[config.mk]
export PLATFORM = sky130hd
export DESIGN_NAME = alu_shift_seq_flat
export DESIGN_NICKNAME = d
export VERILOG_FILES = /design/src/rtl/alu_shift_seq_if.sv /design/src/rtl/alu_shift_seq.sv /design/src/flat_wrapper.sv
export SDC_FILE = /design/constraint.sdc
export NUM_CORES = 1
export LEC_CHECK = 0
export BUFFER_PORTS_ARGS = -buffer_cell sky130_fd_sc_hd__buf_2
export CORE_MARGIN = 2
export CORE_UTILIZATION = 54
export DETAILED_ROUTE_END_ITERATION = 10
export GPL_ROUTABILITY_DRIVEN = 0
export PLACE_DENSITY_LB_ADDON = 0.12
export SETUP_SLACK_MARGIN = 0.02
export SLEW_MARGIN = 5
export SYNTH_ARGS = -nofsm -noshare
export SYNTH_HDL_FRONTEND = slang
export SYNTH_SLANG_ARGS = --single-unit
[constraint.sdc]
create_clock -name clk -period 3.09 [get_ports clk]
set_input_delay 0.309 -clock clk [delete_from_list [all_inputs] [get_ports clk]]
set_output_delay 0.309 -clock clk [all_outputs]
set_load 0.05 [all_outputs]
[src/rtl/alu_shift_seq_if.sv]
// alu_shift_seq_if
// Groups the decode request and the ALU-control result of alu_shift_seq
// into one bundle.
//
// Handshake: a request transfers on a rising clk edge when in_valid and
// in_ready are both high and flush is low. in_ready depends only on
// controller state and never on in_valid. A request seen while in_ready is
// low is not stored, so the requester must hold it until it is accepted.
// The out_* signals are a registered stream with no back-pressure.
//
// Signals
//   in_valid     request present
//   in_ready     controller can take a request this cycle
//   flush        synchronous abort of any pending shift sequence
//   functionCode R-type funct field
//   ALUop        main-decoder ALU operation
//   Shamt        shift amount
//   out_valid    ALUctrl holds a valid step
//   ALUctrl      6-bit ALU control code
//   out_first    step reads its operand from the register file
//   out_last     final step; writeback may commit
//
// Modports: slave is the controller, master is the pipeline side.
interface alu_shift_seq_if #(
  parameter int SHAMT_W = 5
);
  logic               in_valid;
  logic               in_ready;
  logic               flush;
  logic [5:0]         functionCode;
  logic [4:0]         ALUop;
  logic [SHAMT_W-1:0] Shamt;
  logic               out_valid;
  logic [5:0]         ALUctrl;
  logic               out_first;
  logic               out_last;

  modport slave (
    input  in_valid, flush, functionCode, ALUop, Shamt,
    output in_ready, out_valid, ALUctrl, out_first, out_last
  );

  modport master (
    output in_valid, flush, functionCode, ALUop, Shamt,
    input  in_ready, out_valid, ALUctrl, out_first, out_last
  );
endinterface

[src/rtl/alu_shift_seq.sv]
// alu_shift_seq
// Registered ALU control decode for the mMips execute stage. Shifts of an
// arbitrary amount are split into a sequence of the ALU's fixed 8-, 2- and
// 1-bit shift passes, one pass per cycle. Every pass after the first takes
// the previous ALU result as its operand (out_first low). The pipeline is
// stalled through in_ready while passes are still pending.
//
// Ports
//   clk          clock, all state changes on the rising edge
//   rst          asynchronous active-low reset
//   bus          alu_shift_seq_if.slave (request in, ALU control out)
//   dbg_state_o  current state: IDLE (0) or SEQ (1)
//
// Build option: define ALUSEQ_CUSTOM_EN to decode funct 0x30 and 0x34 into
// ALUctrl 0x30 and 0x34. Without it both decode to 0x00.
module alu_shift_seq #(
  parameter int SHAMT_W = 5
) (
  input  logic                 clk,
  input  logic                 rst,
  alu_shift_seq_if.slave       bus,
  output logic [0:0]           dbg_state_o
);

  localparam logic [0:0] IDLE = 1'b0;
  localparam logic [0:0] SEQ  = 1'b1;

  localparam logic [1:0] K_SLL = 2'd0;
  localparam logic [1:0] K_SRL = 2'd1;
  localparam logic [1:0] K_SRA = 2'd2;

  localparam logic [SHAMT_W-1:0] EIGHT = SHAMT_W'(8);
  localparam logic [SHAMT_W-1:0] TWO   = SHAMT_W'(2);
  localparam logic [SHAMT_W-1:0] ONE   = SHAMT_W'(1);

  logic [SHAMT_W-1:0] rem_q;
  logic [1:0]         kind_q;
  logic               out_valid_q;
  logic [5:0]         ALUctrl_q;
  logic               out_first_q;
  logic               out_last_q;

  logic               accept;
  logic               is_shift;
  logic [1:0]         new_kind;
  logic [SHAMT_W-1:0] src_rem;
  logic [1:0]         src_kind;
  logic [SHAMT_W-1:0] step_sz;
  logic [5:0]         step_code;
  logic [5:0]         base_code;

  // Non-shift decode of ALUop and funct.
  function automatic logic [5:0] decode_ctrl(input logic [4:0] op, input logic [5:0] fn);
    logic [5:0] c;
    c = 6'h00;
    case (op)
      5'd0: c = 6'h02;
      5'd1: c = 6'h06;
      5'd2: begin
        case (fn)
          6'h10, 6'h12: c = 6'h00;
          6'h19:        c = 6'h13;
          6'h20:        c = 6'h02;
          6'h21:        c = 6'h03;
          6'h23:        c = 6'h06;
          6'h24:        c = 6'h00;
          6'h25:        c = 6'h01;
          6'h26:        c = 6'h04;
          6'h2A:        c = 6'h07;
          6'h2B:        c = 6'h08;
`ifdef ALUSEQ_CUSTOM_EN
          6'h30:        c = 6'h30;
          6'h34:        c = 6'h34;
`endif
          default:      c = 6'h00;
        endcase
      end
      5'd3: c = 6'h03;
      5'd4: c = 6'h00;
      5'd5: c = 6'h01;
      5'd6: c = 6'h04;
      5'd7: c = 6'h07;
      5'd8: c = 6'h08;
      5'd9: c = 6'h09;
      default: c = 6'h00;
    endcase
    return c;
  endfunction

  assign bus.in_ready  = (rem_q == '0);
  assign bus.out_valid = out_valid_q;
  assign bus.ALUctrl   = ALUctrl_q;
  assign bus.out_first = out_first_q;
  assign bus.out_last  = out_last_q;
  assign dbg_state_o   = (rem_q == '0) ? IDLE : SEQ;

  always_comb begin
    accept   = bus.in_valid && bus.in_ready && !bus.flush;
    is_shift = (bus.ALUop == 5'd2) &&
               ((bus.functionCode == 6'h00) || (bus.functionCode == 6'h02) ||
                (bus.functionCode == 6'h03));
    case (bus.functionCode)
      6'h02:   new_kind = K_SRL;
      6'h03:   new_kind = K_SRA;
      default: new_kind = K_SLL;
    endcase

    // The first pass is computed straight from Shamt so it can be
    // registered in the same edge that accepts the request.
    src_rem  = accept ? bus.Shamt : rem_q;
    src_kind = accept ? new_kind  : kind_q;

    case (src_kind)
      K_SRL:   base_code = 6'h0F;
      K_SRA:   base_code = 6'h12;
      default: base_code = 6'h0C;
    endcase

    // Greedy: largest pass that does not overshoot the remaining count.
    // Within each kind the codes run 8-bit, 2-bit, 1-bit downward.
    if (src_rem >= EIGHT) begin
      step_sz   = EIGHT;
      step_code = base_code;
    end else if (src_rem >= TWO) begin
      step_sz   = TWO;
      step_code = base_code - 6'd1;
    end else begin
      step_sz   = ONE;
      step_code = base_code - 6'd2;
    end
  end

  always_ff @(posedge clk or negedge rst) begin
    if (!rst) begin
      rem_q       <= '0;
      kind_q      <= K_SLL;
      out_valid_q <= 1'b0;
      ALUctrl_q   <= 6'h00;
      out_first_q <= 1'b0;
      out_last_q  <= 1'b0;
    end else if (bus.flush) begin
      rem_q       <= '0;
      out_valid_q <= 1'b0;
      ALUctrl_q   <= 6'h00;
      out_first_q <= 1'b0;
      out_last_q  <= 1'b0;
    end else if (accept) begin
      out_valid_q <= 1'b1;
      out_first_q <= 1'b1;
      if (is_shift && (bus.Shamt != '0)) begin
        kind_q     <= new_kind;
        ALUctrl_q  <= step_code;
        rem_q      <= bus.Shamt - step_sz;
        out_last_q <= (bus.Shamt == step_sz);
      end else begin
        // Non-shift ops and zero-amount shifts finish in one step;
        // a zero shift falls through the decode to 0x00.
        ALUctrl_q  <= decode_ctrl(bus.ALUop, bus.functionCode);
        rem_q      <= '0;
        out_last_q <= 1'b1;
      end
    end else if (rem_q != '0) begin
      out_valid_q <= 1'b1;
      out_first_q <= 1'b0;
      ALUctrl_q   <= step_code;
      rem_q       <= rem_q - step_sz;
      out_last_q  <= (rem_q == step_sz);
    end else begin
      out_valid_q <= 1'b0;
      ALUctrl_q   <= 6'h00;
      out_first_q <= 1'b0;
      out_last_q  <= 1'b0;
    end
  end

endmodule

[src/flat_wrapper.sv]
// flat-port wrapper written by rule: the top's interface ports become plain ports
module alu_shift_seq_flat 
#(
  parameter int SHAMT_W = 5
)
  (clk, rst, dbg_state_o, bus_in_valid, bus_flush, bus_functionCode, bus_ALUop, bus_Shamt, bus_in_ready, bus_out_valid, bus_ALUctrl, bus_out_first, bus_out_last);
  alu_shift_seq_if #(.SHAMT_W(SHAMT_W)) bus_i ();
  input  logic clk;
  input  logic rst;
  output logic [0:0] dbg_state_o;
  input wire logic [$bits(bus_i.in_valid)-1:0] bus_in_valid;
  input wire logic [$bits(bus_i.flush)-1:0] bus_flush;
  input wire logic [$bits(bus_i.functionCode)-1:0] bus_functionCode;
  input wire logic [$bits(bus_i.ALUop)-1:0] bus_ALUop;
  input wire logic [$bits(bus_i.Shamt)-1:0] bus_Shamt;
  output wire logic [$bits(bus_i.in_ready)-1:0] bus_in_ready;
  output wire logic [$bits(bus_i.out_valid)-1:0] bus_out_valid;
  output wire logic [$bits(bus_i.ALUctrl)-1:0] bus_ALUctrl;
  output wire logic [$bits(bus_i.out_first)-1:0] bus_out_first;
  output wire logic [$bits(bus_i.out_last)-1:0] bus_out_last;
  assign bus_i.in_valid = bus_in_valid;
  assign bus_i.flush = bus_flush;
  assign bus_i.functionCode = bus_functionCode;
  assign bus_i.ALUop = bus_ALUop;
  assign bus_i.Shamt = bus_Shamt;
  assign bus_in_ready = bus_i.in_ready;
  assign bus_out_valid = bus_i.out_valid;
  assign bus_ALUctrl = bus_i.ALUctrl;
  assign bus_out_first = bus_i.out_first;
  assign bus_out_last = bus_i.out_last;
  alu_shift_seq #(.SHAMT_W(SHAMT_W)) u_core (.clk(clk), .rst(rst), .bus(bus_i), .dbg_state_o(dbg_state_o));
endmodule
==> implementation parameters <==
Parameter                              Value

Logic synthesis
  Complex-gate fraction of the synthesized area ... a little under a fifth
  Post-Synth XOR/XNOR Area ... under 10%
  Number of warnings issued by yosys ... 0
  Avg Synthesized Cell Area ... 8.29 um^2
  Area share of fa/ha/maj cells after synthesis ... between 10% and 20%
  Portion of synthesized cell area occupied by the leading cell type ... around 29%
  Distinct cells, synth ... between 40 and 50
  Post-synthesis sequential area ratio ... approximately 29%
  Post-synthesis sequential element count ... 16
  Multiplexer share of the synthesized area ... under 10%
  Gate Count Post-Synth ... ~170
  Leading cell types by total area after synthesis ... sky130_fd_sc_hd__dfrtp_1, sky130_fd_sc_hd__ha_1, sky130_fd_sc_hd__nor2_1, sky130_fd_sc_hd__a21oi_1, sky130_fd_sc_hd__nand2b_1
  Net count after synthesis ... 200
  EDFF count, synth ... 0
  Predominant post-synthesis flop cell ... sky130_fd_sc_hd__dfrtp_1
  Post-synth top area cell ... sky130_fd_sc_hd__dfrtp_1
  Fraction of synthesis flops using an asynchronous set or reset pin ... 100%
  Netlist area before placement ... ~1400 um^2
  Simple logic cell fraction of the synthesized area ... 28.8%
  Main combinational cell family by area after synthesis ... simple AND/OR/NAND/NOR gates

Timing
  Pins over their slew limit ... 0
  Minimum period implied by the final worst setup slack ... between 2 and 3 ns
  Final hold viol count ... 0
  Largest clock skew in the final design ... 0.00416 ns
  Worst hold margin ... ~0.29 ns
  Post-route setup TNS ... 0 ns
  Slew headroom ... between 40% and 50%
  Transition time of the tightest slew-check pin ... 0.877 ns
  Achievable clock frequency ... 392 MHz
  Worst path setup slack after routing ... 0.536 ns
  Setup-failing EPs final ... 0
  Crit share post-route ... between 80% and 90%
  RSZ-0062 raised after global routing ... no

Worst setup path
  CP startpoint kind ... flop
  Required time at the worst-slack endpoint ... about 3.2 ns
  Master of the slowest instance on the critical path ... sky130_fd_sc_hd__nor4b_2
  Cell depth of the worst flop-to-flop path ... 10
  Reg-to-reg setup timing slack ... around 0.54 ns
  Sort of element at the end of the critical path ... flop
  Cell-by-cell listing of the critical path ... nor4b_2, and4b_1, nor3_1, ha_1, fa_1, nand2b_1, a21oi_1, xor2_1, nand2_1, a21oi_1
  Launch point of the worst reg-to-reg path ... u_core.rem_q[4]
  Worst setup path class ... flop to flop
  Data arrival time at the worst-slack endpoint ... between 2 and 3 ns
  Crit-path max cell delay ... about 0.47 ns
  Maximum fanout along the worst path ... 5
  Worst path most repeated cell ... sky130_fd_sc_hd__a21oi_1
  Worst R2R End ... u_core.rem_q[4]

Min path
  Endpoint of the worst hold-timing path ... u_core.bus.ALUctrl[2]
  Type of the tightest min-delay check ... input pin to flop
  Hold Crit Depth ... 2
  Origin of the worst min-delay path ... bus_flush

Pwr
  Leak Pwr ... a little under 0.8 nW
  Final Power ... roughly 0.0013 W
  P per Cell Area ... 823 nW/um^2
  Largest voltage drop on the vdd net ... ~530 uV

Detailed routing
  Detailed-route wire length ... 3.19 mm
  Detail Route Antenna Nets ... 0
  Avg WL per Cell ... between 10 and 15 um
  Remaining routing DRC violations ... 0
  Initial drt markers ... 46
  Via count of the routed design ... approximately 1400
  Vias per cell ... between 5 and 6
  First drt pass iteration count ... 4

Clocking
  Root buffer selected by CTS ... sky130_fd_sc_hd__clkbuf_4
  Number of levels the H-tree was split into ... 1
  Clock tree from TritonCTS ... done
  CTS Buffer Depth ... 2
  Source-to-sink clock delay at the later pin of the worst-skew pair ... 0.28 ns
  CTS resizes ... 0
  TritonCTS Buffers ... 3
  Sink Count ... 16
  Clock-pin slew of the registers on the worst-case setup and hold paths ... ~0.090 ns

GRT
  Tot GR Track Use ... a little under a quarter
  Met3 GRT Util ... 1.91%
  Maximum number of pins on one net before global-route repair ... 17
  Wire length of the first global-routing pass ... between 5 and 6 mm
  Number of global-route vias before repair ... roughly 1200
  Grt met2 use ... between 30% and 40%
  Antenna violations before repair ... 0
  Total congestion overflow after global routing ... 0
  Met1 global-route usage ... between 30 and 40%
  GR peak layer ... met2

Flow run
  Max-Cap Viols ... 0

Die
  Core Rows ... 18
  Area of the core region ... roughly 2500 um^2
  Overall die width ... roughly 55 um
  Die height ... 54.8 um
  IO Pins ... 31
  Die area ... 3000 um^2
  Effective utilization at floorplan ... between 50% and 60%

Placed design
  Instance area at placement ... 1580 um^2
  Pre-CTS setup slack ... ~0.55 ns
  Hpwl dp ... ~2.6 mm
  Buffers added on ports ... 30

Layout
  Antenna diode count ... 0
  Signed area change from the synthesized netlist to the final layout ... 17.0%
  Final net count ... between 200 and 250
  Commonest non-fill, non-tap cell in the layout ... sky130_fd_sc_hd__buf_2
  Share of layout cells above drive strength 1 ... between 20% and 30%
  Most frequent cells in the layout ... sky130_fd_sc_hd__buf_2, sky130_fd_sc_hd__nor2_1, sky130_fd_sc_hd__dfrtp_1, sky130_fd_sc_hd__nand2_1
  Post-route standard cell area excluding fillers ... around 1600 um^2

Outcome
  Status ... complete, no violations
==> metal layers <==
layer	part of all wire, %	up-vias	wire length (um)
met5	0	-	0
met4	1.3	0	40
met3	7.3	8	233
met2	46	56	1470
met1	45	632	1440
li1	-	668	-
==> repair_timing <==
action | CTS | global route
hold endpoints to repair | 16 | 0
hold buffers | 1 | 0
buffers inserted | 0 | 0
==> state kept, by name (all words and copies together) (netlist names) <==
name,cells
u_core.bus.out_first,1
u_core.kind_q,2
u_core.bus.ALUctrl,6
u_core.bus.out_valid,1
u_core.bus.out_last,1
u_core.rem_q,5
==> synthesized netlist by cell type (3+ instances only) <==
| cell | instances |
|---|---|
| sky130_fd_sc_hd__nor2_1 | 21 |
| sky130_fd_sc_hd__o22ai_1 | 3 |
| sky130_fd_sc_hd__xnor2_1 | 4 |
| sky130_fd_sc_hd__dfrtp_1 | 16 |
| sky130_fd_sc_hd__xor2_1 | 4 |
| sky130_fd_sc_hd__a211oi_1 | 3 |
| sky130_fd_sc_hd__nand2_1 | 14 |
| sky130_fd_sc_hd__ha_1 | 10 |
| sky130_fd_sc_hd__nand3_1 | 3 |
| sky130_fd_sc_hd__o31ai_1 | 3 |
| sky130_fd_sc_hd__a21oi_1 | 13 |
| sky130_fd_sc_hd__nand2b_1 | 10 |
| sky130_fd_sc_hd__nor3_1 | 6 |
| sky130_fd_sc_hd__o21ai_0 | 5 |
| sky130_fd_sc_hd__inv_1 | 13 |
| sky130_fd_sc_hd__nor2b_1 | 4 |
==> worst max-delay path: cells and delay by family, from the launching register on <==
family,cells,cell delay [ns]
compound gates,2,0.12
xor+xnor,1,0.15
fa+ha+maj,2,0.65
flops,1,0.46
simple gates,5,1.02
==> layout make-up <==
type	count	area (um^2)
multi-input cells	136	931
fillers	208	826
flip-flops and latches	16	400
repair buffers	33	175
inverters	13	48.8
well taps	30	37.5
clock buffers	4	36.3
==> stage by stage <==
stage	util [%]	cells
after floorplan	-	168
after global placement	64.5	227
after detailed placement	64.5	227
after CTS	66.4	232
after global routing	66.4	232
final	66.4	232
==> worst max path at each step <==
stage          cells after the start             from              end  slack (ns)
2_1_floorplan                     11  u_core.rem_q[2]  u_core.rem_q[4]        0.74
3_3_place_gp                      11     bus_Shamt[1]  u_core.rem_q[4]        0.59
3_5_place_dp                      11        bus_flush  u_core.rem_q[4]        0.55
5_1_grt                           10  u_core.rem_q[4]  u_core.rem_q[4]        0.38
4_1_cts                           10  u_core.rem_q[4]  u_core.rem_q[4]        0.57
6_report                          10  u_core.rem_q[4]  u_core.rem_q[4]        0.54
==> power by group <==
part	internal, W	switching, W	total (W)
clock	0.0000717	0.0000641	0.000136
sequential	0.000260	0.0000412	0.000301
combinational	0.000323	0.000582	0.000905
==> cell families after synthesis <==
group,after synthesis
AO/OA/AOI/OAI,39
XOR/XNOR,8
adder cells (fa/ha/maj),12
buffers and inverters,16
flip-flops,16
multiplexers,3
AND/OR/NAND/NOR,74
No activity file was read; power rests on OpenSTA's default activity.
